===== config.mk =====
export PLATFORM = sky130hd
export DESIGN_NAME = if_stage
export DESIGN_NICKNAME = d
export VERILOG_FILES = /design/src/rtl/cpu_pkg.sv /design/src/rtl/fetch_fifo.sv /design/src/rtl/if_stage.sv
export SDC_FILE = /design/constraint.sdc
export NUM_CORES = 1
export LEC_CHECK = 0
export BUFFER_PORTS_ARGS = -buffer_cell sky130_fd_sc_hd__clkbuf_2
export CAP_MARGIN = 0
export CORE_ASPECT_RATIO = 0.9
export CORE_MARGIN = 8
export CORE_UTILIZATION = 50
export DETAILED_ROUTE_END_ITERATION = 7
export PLACE_DENSITY = 0.78
export SLEW_MARGIN = 25
export SYNTH_ARGS = -nofsm -noshare
export SYNTH_HDL_FRONTEND = slang
export SYNTH_SLANG_ARGS = --single-unit

===== constraint.sdc =====
create_clock -name clk -period 7.9 [get_ports clk]
set_input_delay 0.79 -clock clk [delete_from_list [all_inputs] [get_ports clk]]
set_output_delay 0.79 -clock clk [all_outputs]
set_load 0.1 [all_outputs]

===== src/rtl/cpu_pkg.sv =====
// Shared CPU front-end definitions: fetch FSM states and fixed constants.
package cpu_pkg;

   localparam logic [31:0] NOP_INSTR        = 32'h0000_0013;
   localparam logic [31:0] DEFAULT_RESET_PC = 32'h0000_0000;

   typedef enum logic {
      S_BOOT = 1'b0,
      S_RUN  = 1'b1
   } fetch_state_t;

endpackage


===== src/rtl/fetch_fifo.sv =====
// Synchronous FIFO with a combinational head, a flush input and an occupancy count.
module fetch_fifo #(
   parameter int unsigned WIDTH = 32,
   parameter int unsigned DEPTH = 4,
   parameter int unsigned CNT_W = $clog2(DEPTH) + 1
) (
   input  logic             clk,
   input  logic             rst,
   input  logic             flush,
   input  logic             push,
   input  logic [WIDTH-1:0] push_data,
   input  logic             pop,
   output logic [WIDTH-1:0] head,
   output logic [CNT_W-1:0] count,
   output logic             full,
   output logic             empty
);

   localparam int unsigned PTR_W = $clog2(DEPTH);

   logic [WIDTH-1:0] mem [DEPTH];
   logic [PTR_W-1:0] wr_ptr;
   logic [PTR_W-1:0] rd_ptr;
   logic             do_push;
   logic             do_pop;

   assign full    = (count == CNT_W'(DEPTH));
   assign empty   = (count == '0);
   assign do_push = push & ~full;
   assign do_pop  = pop & ~empty;
   assign head    = mem[rd_ptr];

   // Pointer and occupancy bookkeeping; flush discards everything held
   always_ff @(posedge clk) begin
      if (rst || flush) begin
         wr_ptr <= '0;
         rd_ptr <= '0;
         count  <= '0;
      end else begin
         if (do_push) wr_ptr <= wr_ptr + PTR_W'(1);
         if (do_pop)  rd_ptr <= rd_ptr + PTR_W'(1);
         count <= count + CNT_W'(do_push) - CNT_W'(do_pop);
      end
   end

   // Storage write; contents need no reset since count gates visibility
   always_ff @(posedge clk) begin
      if (do_push) mem[wr_ptr] <= push_data;
   end

endmodule


===== src/rtl/if_stage.sv =====
// Instruction fetch stage: owns the PC, issues credit-limited in-order memory
// requests, buffers responses and hands {instr, pc} to decode.
module if_stage
   import cpu_pkg::*;
#(
   parameter logic [31:0] RESET_PC   = DEFAULT_RESET_PC,
   parameter int unsigned FIFO_DEPTH = 4,
   parameter int unsigned CNT_W      = $clog2(FIFO_DEPTH) + 1
) (
   input  logic        clk,
   input  logic        rst,
   output logic        imem_req_valid,
   input  logic        imem_req_ready,
   output logic [31:0] imem_req_addr,
   input  logic        imem_rsp_valid,
   input  logic [31:0] imem_rsp_data,
   input  logic        redirect_valid,
   input  logic [31:0] redirect_pc,
   output logic        id_valid,
   input  logic        id_ready,
   output logic [31:0] id_instr,
   output logic [31:0] id_pc
);

   fetch_state_t     state;
   logic [31:0]      pc_q;
   logic [CNT_W-1:0] inflight;
   logic [CNT_W-1:0] drop;
   logic [CNT_W:0]   credit_sum;

   logic             req_fire;
   logic             rsp_keep;
   logic             id_fire;

   logic [63:0]      fifo_head;
   logic [CNT_W-1:0] fifo_count;
   logic             fifo_full;
   logic             fifo_empty;

   logic [31:0]      tag_head;
   logic [CNT_W-1:0] tag_count;
   logic             tag_full;
   logic             tag_empty;

   // Buffered entries plus in-flight requests bound the outstanding total
   assign credit_sum     = {1'b0, fifo_count} + {1'b0, inflight};
   assign imem_req_valid = (state == S_RUN) & ~redirect_valid
                         & (credit_sum < (CNT_W + 1)'(FIFO_DEPTH));
   assign imem_req_addr  = pc_q;
   assign req_fire       = imem_req_valid & imem_req_ready;

   // Responses owed to a redirected-away stream are counted down in drop
   assign rsp_keep = imem_rsp_valid & ~redirect_valid & (drop == '0);

   assign id_valid = ~fifo_empty & ~redirect_valid;
   assign id_fire  = id_valid & id_ready;
   assign id_instr = id_valid ? fifo_head[31:0]  : NOP_INSTR;
   assign id_pc    = id_valid ? fifo_head[63:32] : '0;

   // Request PCs, matched in order to kept responses
   fetch_fifo #(
      .WIDTH (32),
      .DEPTH (FIFO_DEPTH),
      .CNT_W (CNT_W)
   ) u_tag_fifo (
      .clk       (clk),
      .rst       (rst),
      .flush     (redirect_valid),
      .push      (req_fire),
      .push_data (pc_q),
      .pop       (rsp_keep),
      .head      (tag_head),
      .count     (tag_count),
      .full      (tag_full),
      .empty     (tag_empty)
   );

   // Fetched {pc, instr} pairs awaiting decode
   fetch_fifo #(
      .WIDTH (64),
      .DEPTH (FIFO_DEPTH),
      .CNT_W (CNT_W)
   ) u_data_fifo (
      .clk       (clk),
      .rst       (rst),
      .flush     (redirect_valid),
      .push      (rsp_keep),
      .push_data ({tag_head, imem_rsp_data}),
      .pop       (id_fire),
      .head      (fifo_head),
      .count     (fifo_count),
      .full      (fifo_full),
      .empty     (fifo_empty)
   );

   // Boot FSM, PC, in-flight and drop counters; redirect takes priority
   always_ff @(posedge clk) begin
      if (rst) begin
         state    <= S_BOOT;
         pc_q     <= RESET_PC;
         inflight <= '0;
         drop     <= '0;
      end else begin
         case (state)
            S_BOOT:  state <= S_RUN;
            S_RUN:   state <= S_RUN;
            default: state <= S_BOOT;
         endcase
         if (redirect_valid) begin
            // No request can fire here; a same-cycle response is discarded
            pc_q     <= {redirect_pc[31:2], 2'b00};
            inflight <= inflight - CNT_W'(imem_rsp_valid);
            drop     <= inflight - CNT_W'(imem_rsp_valid);
         end else begin
            if (req_fire) pc_q <= pc_q + 32'd4;
            inflight <= inflight + CNT_W'(req_fire) - CNT_W'(imem_rsp_valid);
            if (imem_rsp_valid && (drop != '0)) drop <= drop - CNT_W'(1);
         end
      end
   end

   // Credit-scheme invariants
   always_ff @(posedge clk) begin
      if (!rst) begin
         assert (!(rsp_keep && fifo_full && !id_fire));
         assert (!(imem_rsp_valid && (inflight == '0)));
         assert (!(req_fire && tag_full));
         assert (!(rsp_keep && tag_empty));
         assert (tag_count == inflight - drop);
      end
   end

endmodule


# Word-level counts from Yosys, hierarchy flattened
# Memory sizes are Yosys's and may differ from the RTL's. A register that Yosys moved wholly into a read port is not among the register bits.
# Cells that the tools add are included.
totals:
  ff_bits: 53
  ramBits: 384
  inputBits: 70
  out_inout_bits: 98
  word_cells: 71
  memories: 2
memory_table:
  columns: ["name", "depth", "width", "read_ports", "rd_ports_with_merged_regs", "wr", "line", "rtl"]
  rows:
  - ["u_data_fifo.mem", 4, 64, 1, 1, 1, "fetch_fifo.sv:21", "logic [WIDTH-1:0] mem [DEPTH];"]
  - ["u_tag_fifo.mem", 4, 32, 1, 1, 1, "fetch_fifo.sv:21", null]
classes:
  addsub: 14
  n_lt_le_gt_ge: 1
  eq_ne: 2
  n_mux: 16
  bitwise_logic: 16
  n_reduce_logical: 9
op_table:
  columns: ["operator", "n"]
  rows:
  - ["$mux 32", 4]
  - ["$add 32x3->32 const B", 1]
  - ["$sub 3x1->3", 4]
  - ["$and 1x1->1", 11]
  - ["$add 3x1->3", 3]
  - ["$logic_not 3->1", 3]
  - ["$mux 3", 3]
  - ["$add 2x1->2 const B", 4]
  - ["$mux 2", 4]
  - ["$eq 3x3->1 const B", 2]
  - ["$mux 1", 5]
  - ["$not 1->1", 5]
  - ["$add 3x3->4", 1]
  - ["$lt 4x3->1 const B", 1]
  - ["$reduce_bool 2->1", 2]
  - ["$reduce_bool 3->1", 1]
  - ["$sub 3x1->3 const B", 1]
  - ["$reduce_or 2->1", 1]
  - ["$logic_and 1x1->1", 1]
  - ["$logic_or 1x1->1", 1]

# Longest topological paths before layout
logic_depth:
  ltp_word: 7
  ltp_mapped: 15

# Modules after synthesis
# From an unflattened synthesis, not the netlist that was laid out.
unflattened:
  cells_unflattened: 966
  area_unflattened_um2: 17526.8
modules_own_cells:
  columns: ["module", "instances", "cells_each", "area_each_um2"]
  rows:
  - ["fetch_fifo at u_data_fifo", 1, 384, 9724.3]
  - ["fetch_fifo at u_tag_fifo", 1, 217, 5089.9]
  - ["if_stage", 1, 365, 2712.6]

# Least setup slack after synthesis
# Ideal clock, no wire load.
synth_timing:
  path_type: "input port to output port"
  start: "input port redirect_valid"
  end: "output port id_pc[22]"
  arrival_ns: 3.088
  t_required_ns: 7.110
  slack_ns: 4.022
  stages: 4
  path_cell_list: "buf_2 nor2_1 clkbuf_1 and2_1"
synth_via:
  elab_chain_cells: 3
synth_rtl:
  columns: ["item", "line", "rtl"]
  rows:
  - ["start: declaration", "if_stage.sv:17", "input logic redirect_valid,"]
  - ["$not 1->1", "if_stage.sv:55", "assign id_valid = ~fifo_empty & ~redirect_valid;"]
  - ["$and 1x1->1", "if_stage.sv:55", null]
  - ["via id_valid", "if_stage.sv:19", "output logic id_valid,"]
  - ["$mux 32", "if_stage.sv:58", "assign id_pc = id_valid ? fifo_head[63:32] : '0;"]
  - ["end: declaration", "if_stage.sv:22", "output logic [31:0] id_pc"]
# The timed path passes the listed nets, and every way through them passes these cells.

# Worst setup path after layout
layout_timing:
  start: "input port redirect_valid"
  end: "register inflight[2]"
layout_via:
  elab_chain_cells: 7
layout_rtl:
  columns: ["item", "line", "rtl"]
  rows:
  - ["$not 1->1", "if_stage.sv:47", "assign imem_req_valid = (state == S_RUN) & ~redirect_valid"]
  - ["$and 1x1->1", "if_stage.sv:47", null]
  - ["$and 1x1->1", "if_stage.sv:48", "& (credit_sum < (CNT_W + 1)'(FIFO_DEPTH));"]
  - ["$and 1x1->1", "if_stage.sv:50", "assign req_fire = imem_req_valid & imem_req_ready;"]
  - ["$add 3x1->3", "if_stage.sv:116", "inflight <= inflight + CNT_W'(req_fire) - CNT_W'(imem_rsp_valid);"]
  - ["$sub 3x1->3", "if_stage.sv:116", null]
  - ["$mux 3 *", "if_stage.sv:109", "if (redirect_valid) begin"]
  - ["end signal: assignment", "if_stage.sv:112", "inflight <= inflight - CNT_W'(imem_rsp_valid);"]
  - ["end signal: assignment", "if_stage.sv:116", null]
  - ["end: declaration", "if_stage.sv:27", "logic [CNT_W-1:0] inflight;"]
# Every way passes the cells marked *; elsewhere a longest branch is shown, timed or not.
# A chain may end at the register's enable or synchronous reset.

==> impl_metrics.py <==
metrics = {
    "run_status": {
        "run_status": "complete, no violations",
    },
    "routing": {
        "vias": 8909,
        "drt_wl_total_mm": 34.0,
        "dr.pass1.iters": 5,
        "drc": 0,
        "wl_per_cell_um": 21.9,
        "antenna_left": 0,
        "drt-vias-per-instance": 5.72,
        "drt_iter0_drc": 700,
    },
    "pwr": {
        "report.power.total_w": 0.00492,
        "power.density_nw_per_um2": 253,
        "ir_drop_uv": 148,
        "p_leak_nw": 6.60,
    },
    "hold_path": {
        "hold_path_class": "primary input to flip-flop",
        "hold_start": "imem_rsp_data[9]",
        "hold-path-cell-count": 1,
        "hold_path_end": "u_data_fifo.mem[1][9]$_DFFE_PP_",
    },
    "layout": {
        "mostFrequentLayoutCell": "edfxtp_1",
        "fin_util_pct": 59.0,
        "area_growth_syn_to_layout_pct": 15.9,
        "nets": 1195,
        "mostFrequentLayoutCells": "edfxtp_1, clkbuf_2, mux4_2, and2_1, dfxtp_1",
        "drive_above_1_share_pct": 31.0,
        "antenna_cells": 0,
    },
    "grt": {
        "grt_pass1_vias": 9435,
        "grt_max_degree": 63,
        "overflow": 0,
        "antenna_found_initial": 0,
        "grt_pass1_wl_mm": 53.3,
        "grtUsageTotal_pct": 17.0,
    },
    "setup_path": {
        "reg2reg_from": "u_data_fifo.count[2]$_SDFF_PP0_",
        "end_kind": "flip-flop",
        "required_ns": 8.29,
        "cpPeakStageDelay_ns": 0.83,
        "crit_path_cell_trace": "clkbuf_2 > buf_4 > inv_1 > and4_1 > inv_2 > ha_1 > inv_1 > ha_1 > fa_1 > xor2_1 > o21ai_0 > xnor2_1 > nor2_1",
        "rr_worst_depth": 12,
        "rrSetupSlack_ns": 3.98,
        "crit_type": "primary input to flip-flop",
        "start_kind": "primary input",
        "r2r_end": "inflight[2]$_SDFF_PP0_",
        "cp_max_fo": 44,
        "arrival_ns": 4.57,
        "slowest_stage": "and4_1",
    },
    "logic_synthesis": {
        "yosys.area_share.simple_pct": 7.15,
        "netlist_top_cells_area": "edfxtp_1, mux4_2, dfxtp_1",
        "synthArstFlopShare_pct": 0,
        "syn_inst": 934,
        "seq_area_frac_synth_pct": 72.3,
        "synth_adder_area_share_pct": 1.92,
        "syn_area_per_cell_um2": 18.0,
        "synth_compound_area_share_pct": 3.19,
        "yosysTopAreaCell": "edfxtp_1",
        "netlist-cell-type-count": 52,
        "ys.flop_type": "edfxtp_1",
        "synth_edf_count": 368,
        "yosys.area.top_type_share_pct": 65.7,
        "synth_top_family_by_area": "multiplexers",
        "ys_ff_latch": 423,
        "yosys_warnings": 0,
        "syn_area_um2": 16800,
        "synth-xor-area-share_pct": 0.834,
        "synthMuxAreaShare_pct": 12.5,
    },
    "clock_tree": {
        "root_buffer": "clkbuf_16",
        "cts_tree": "yes",
        "cts_max_level": 2,
        "hold_buffers": 0,
        "clockBufferDepth": 3,
        "cts-resized-gates": 0,
        "clock_sinks": 423,
        "post-cts-setup-buffers": 0,
        "clkTransAtPathRegs_ns": 0.06,
        "clk_latency_ns": 0.54,
        "numCtsBuffers": 42,
    },
    "floorplanning": {
        "dieArea_um2": 39800,
        "start_util_pct": 50.9,
        "die_h_um": 190,
        "ios": 168,
        "core_area_um2": 33000,
        "row_count": 63,
        "die_w_um": 209,
    },
    "run": {
        "drv_cap": 0,
    },
    "sta": {
        "rsz0062_at_grt": "false",
        "finalSetupViolations": 0,
        "hold_viol_final": 0,
        "max_freq_mhz": 239,
        "relSlewSlack_pct": 33.7,
        "skew_ns": 0.0201,
        "period_share_pct": 52.9,
        "tightest_slew_ns": 0.994,
        "period_minus_slack_ns": 4.18,
        "slew_viol_final": 0,
        "setup_tns_ns": 0,
    },
    "placement": {
        "dp_hpwl_mm": 20.1,
        "io_buffers": 161,
        "routabilityCongestion": 0.796,
    },
}
-- synth_stat cells (15+ instances only) --
cell	instances
clkbuf_1	25
buf_2	15
o21ai_0	19
a31oi_1	18
a21oi_1	24
and2_1	75
edfxtp_1	368
ha_1	21
nor2_1	34
mux4_2	92
nand2_1	33
dfxtp_1	55
inv_1	27
nand3_1	18
-- registers in the layout, summed over array words and instances (netlist names), named ones only --
signal              flops
drop                    3
imem_req_addr          30
inflight                3
state                   1
u_data_fifo.count       3
u_data_fifo.mem       248
u_data_fifo.rd_ptr      2
u_data_fifo.wr_ptr      2
u_tag_fifo.count        3
u_tag_fifo.mem        120
u_tag_fifo.rd_ptr       2
u_tag_fifo.wr_ptr       2
-- report_power, final --
| part | internal (W) | switching, W | leakage [nW] | total [W] |
|---|---|---|---|---|
| Clock | 0.00126 | 0.000814 | 0.721 | 0.00208 |
| Combinational | 0.0000839 | 0.000243 | 2.09 | 0.000327 |
| Sequential | 0.00248 | 0.0000406 | 3.79 | 0.00252 |
| Total | 0.00382 | 0.00110 | 6.60 | 0.00492 |
-- critical path, delay by kind of cell --
kind | cells | cell delay, ns
AO/OA/AOI/OAI | 1 | 0.18
XOR/XNOR | 2 | 0.30
adder cells (fa/ha/maj) | 3 | 0.97
buffers and inverters | 5 | 1.41
AND/OR/NAND/NOR | 2 | 0.88
-- routing by layer --
| metal | track usage, % | share of wire (%) |
|---|---|---|
| met1 | 22.9 | 43 |
| met2 | 28.5 | 49 |
| met3 | 3.80 | 7.1 |
| met4 | 3.63 | 1.4 |
| met5 | 0 | 0 |
-- how the worst max path moves through the flow --
stage                        start                     end  slack [ns]  cells past startpoint
floorplan           redirect_valid               id_pc[22]        4.02                      4
global placement    redirect_valid  inflight[2]$_SDFF_PP0_        3.27                     13
detailed placement  redirect_valid  inflight[2]$_SDFF_PP0_        3.25                     13
CTS                      flip-flop             id_instr[4]        3.61                      4
global route        redirect_valid  inflight[2]$_SDFF_PP0_        3.44                     13
finish              redirect_valid  inflight[2]$_SDFF_PP0_        3.72                     13
-- layout make-up --
| type | instances | area (µm²) |
|---|---|---|
| fill | 2460 | 13600 |
| sequential | 423 | 12200 |
| multi-input combinational | 436 | 4350 |
| clock buffer | 53 | 1190 |
| timing repair buffer | 170 | 873 |
| tap | 422 | 528 |
| clock inverter | 25 | 278 |
| inverter | 28 | 105 |
-- stage by stage --
stage	setup WS [ns]	instance area, µm²	hold slack, ns	instances
after floorplan	4.02	16800	0.485	937
after global placement	3.27	18000	0.507	1479
after detailed placement	3.25	18000	0.517	1479
after CTS	3.61	19500	0.447	1557
after global routing	3.44	19500	0.453	1557
final	3.72	19500	0.475	1557
-- cell families (layout without fill, tap and decap cells) --
family          after synthesis  after routing
simple gates                212            212
mux                          95             95
other cells                   1              4
buf+inv                      78            276
xor+xnor                     16             16
compound gates               85             85
flops                       423            423
fa+ha+maj                    24             24
(Power assumes the default switching activity.)
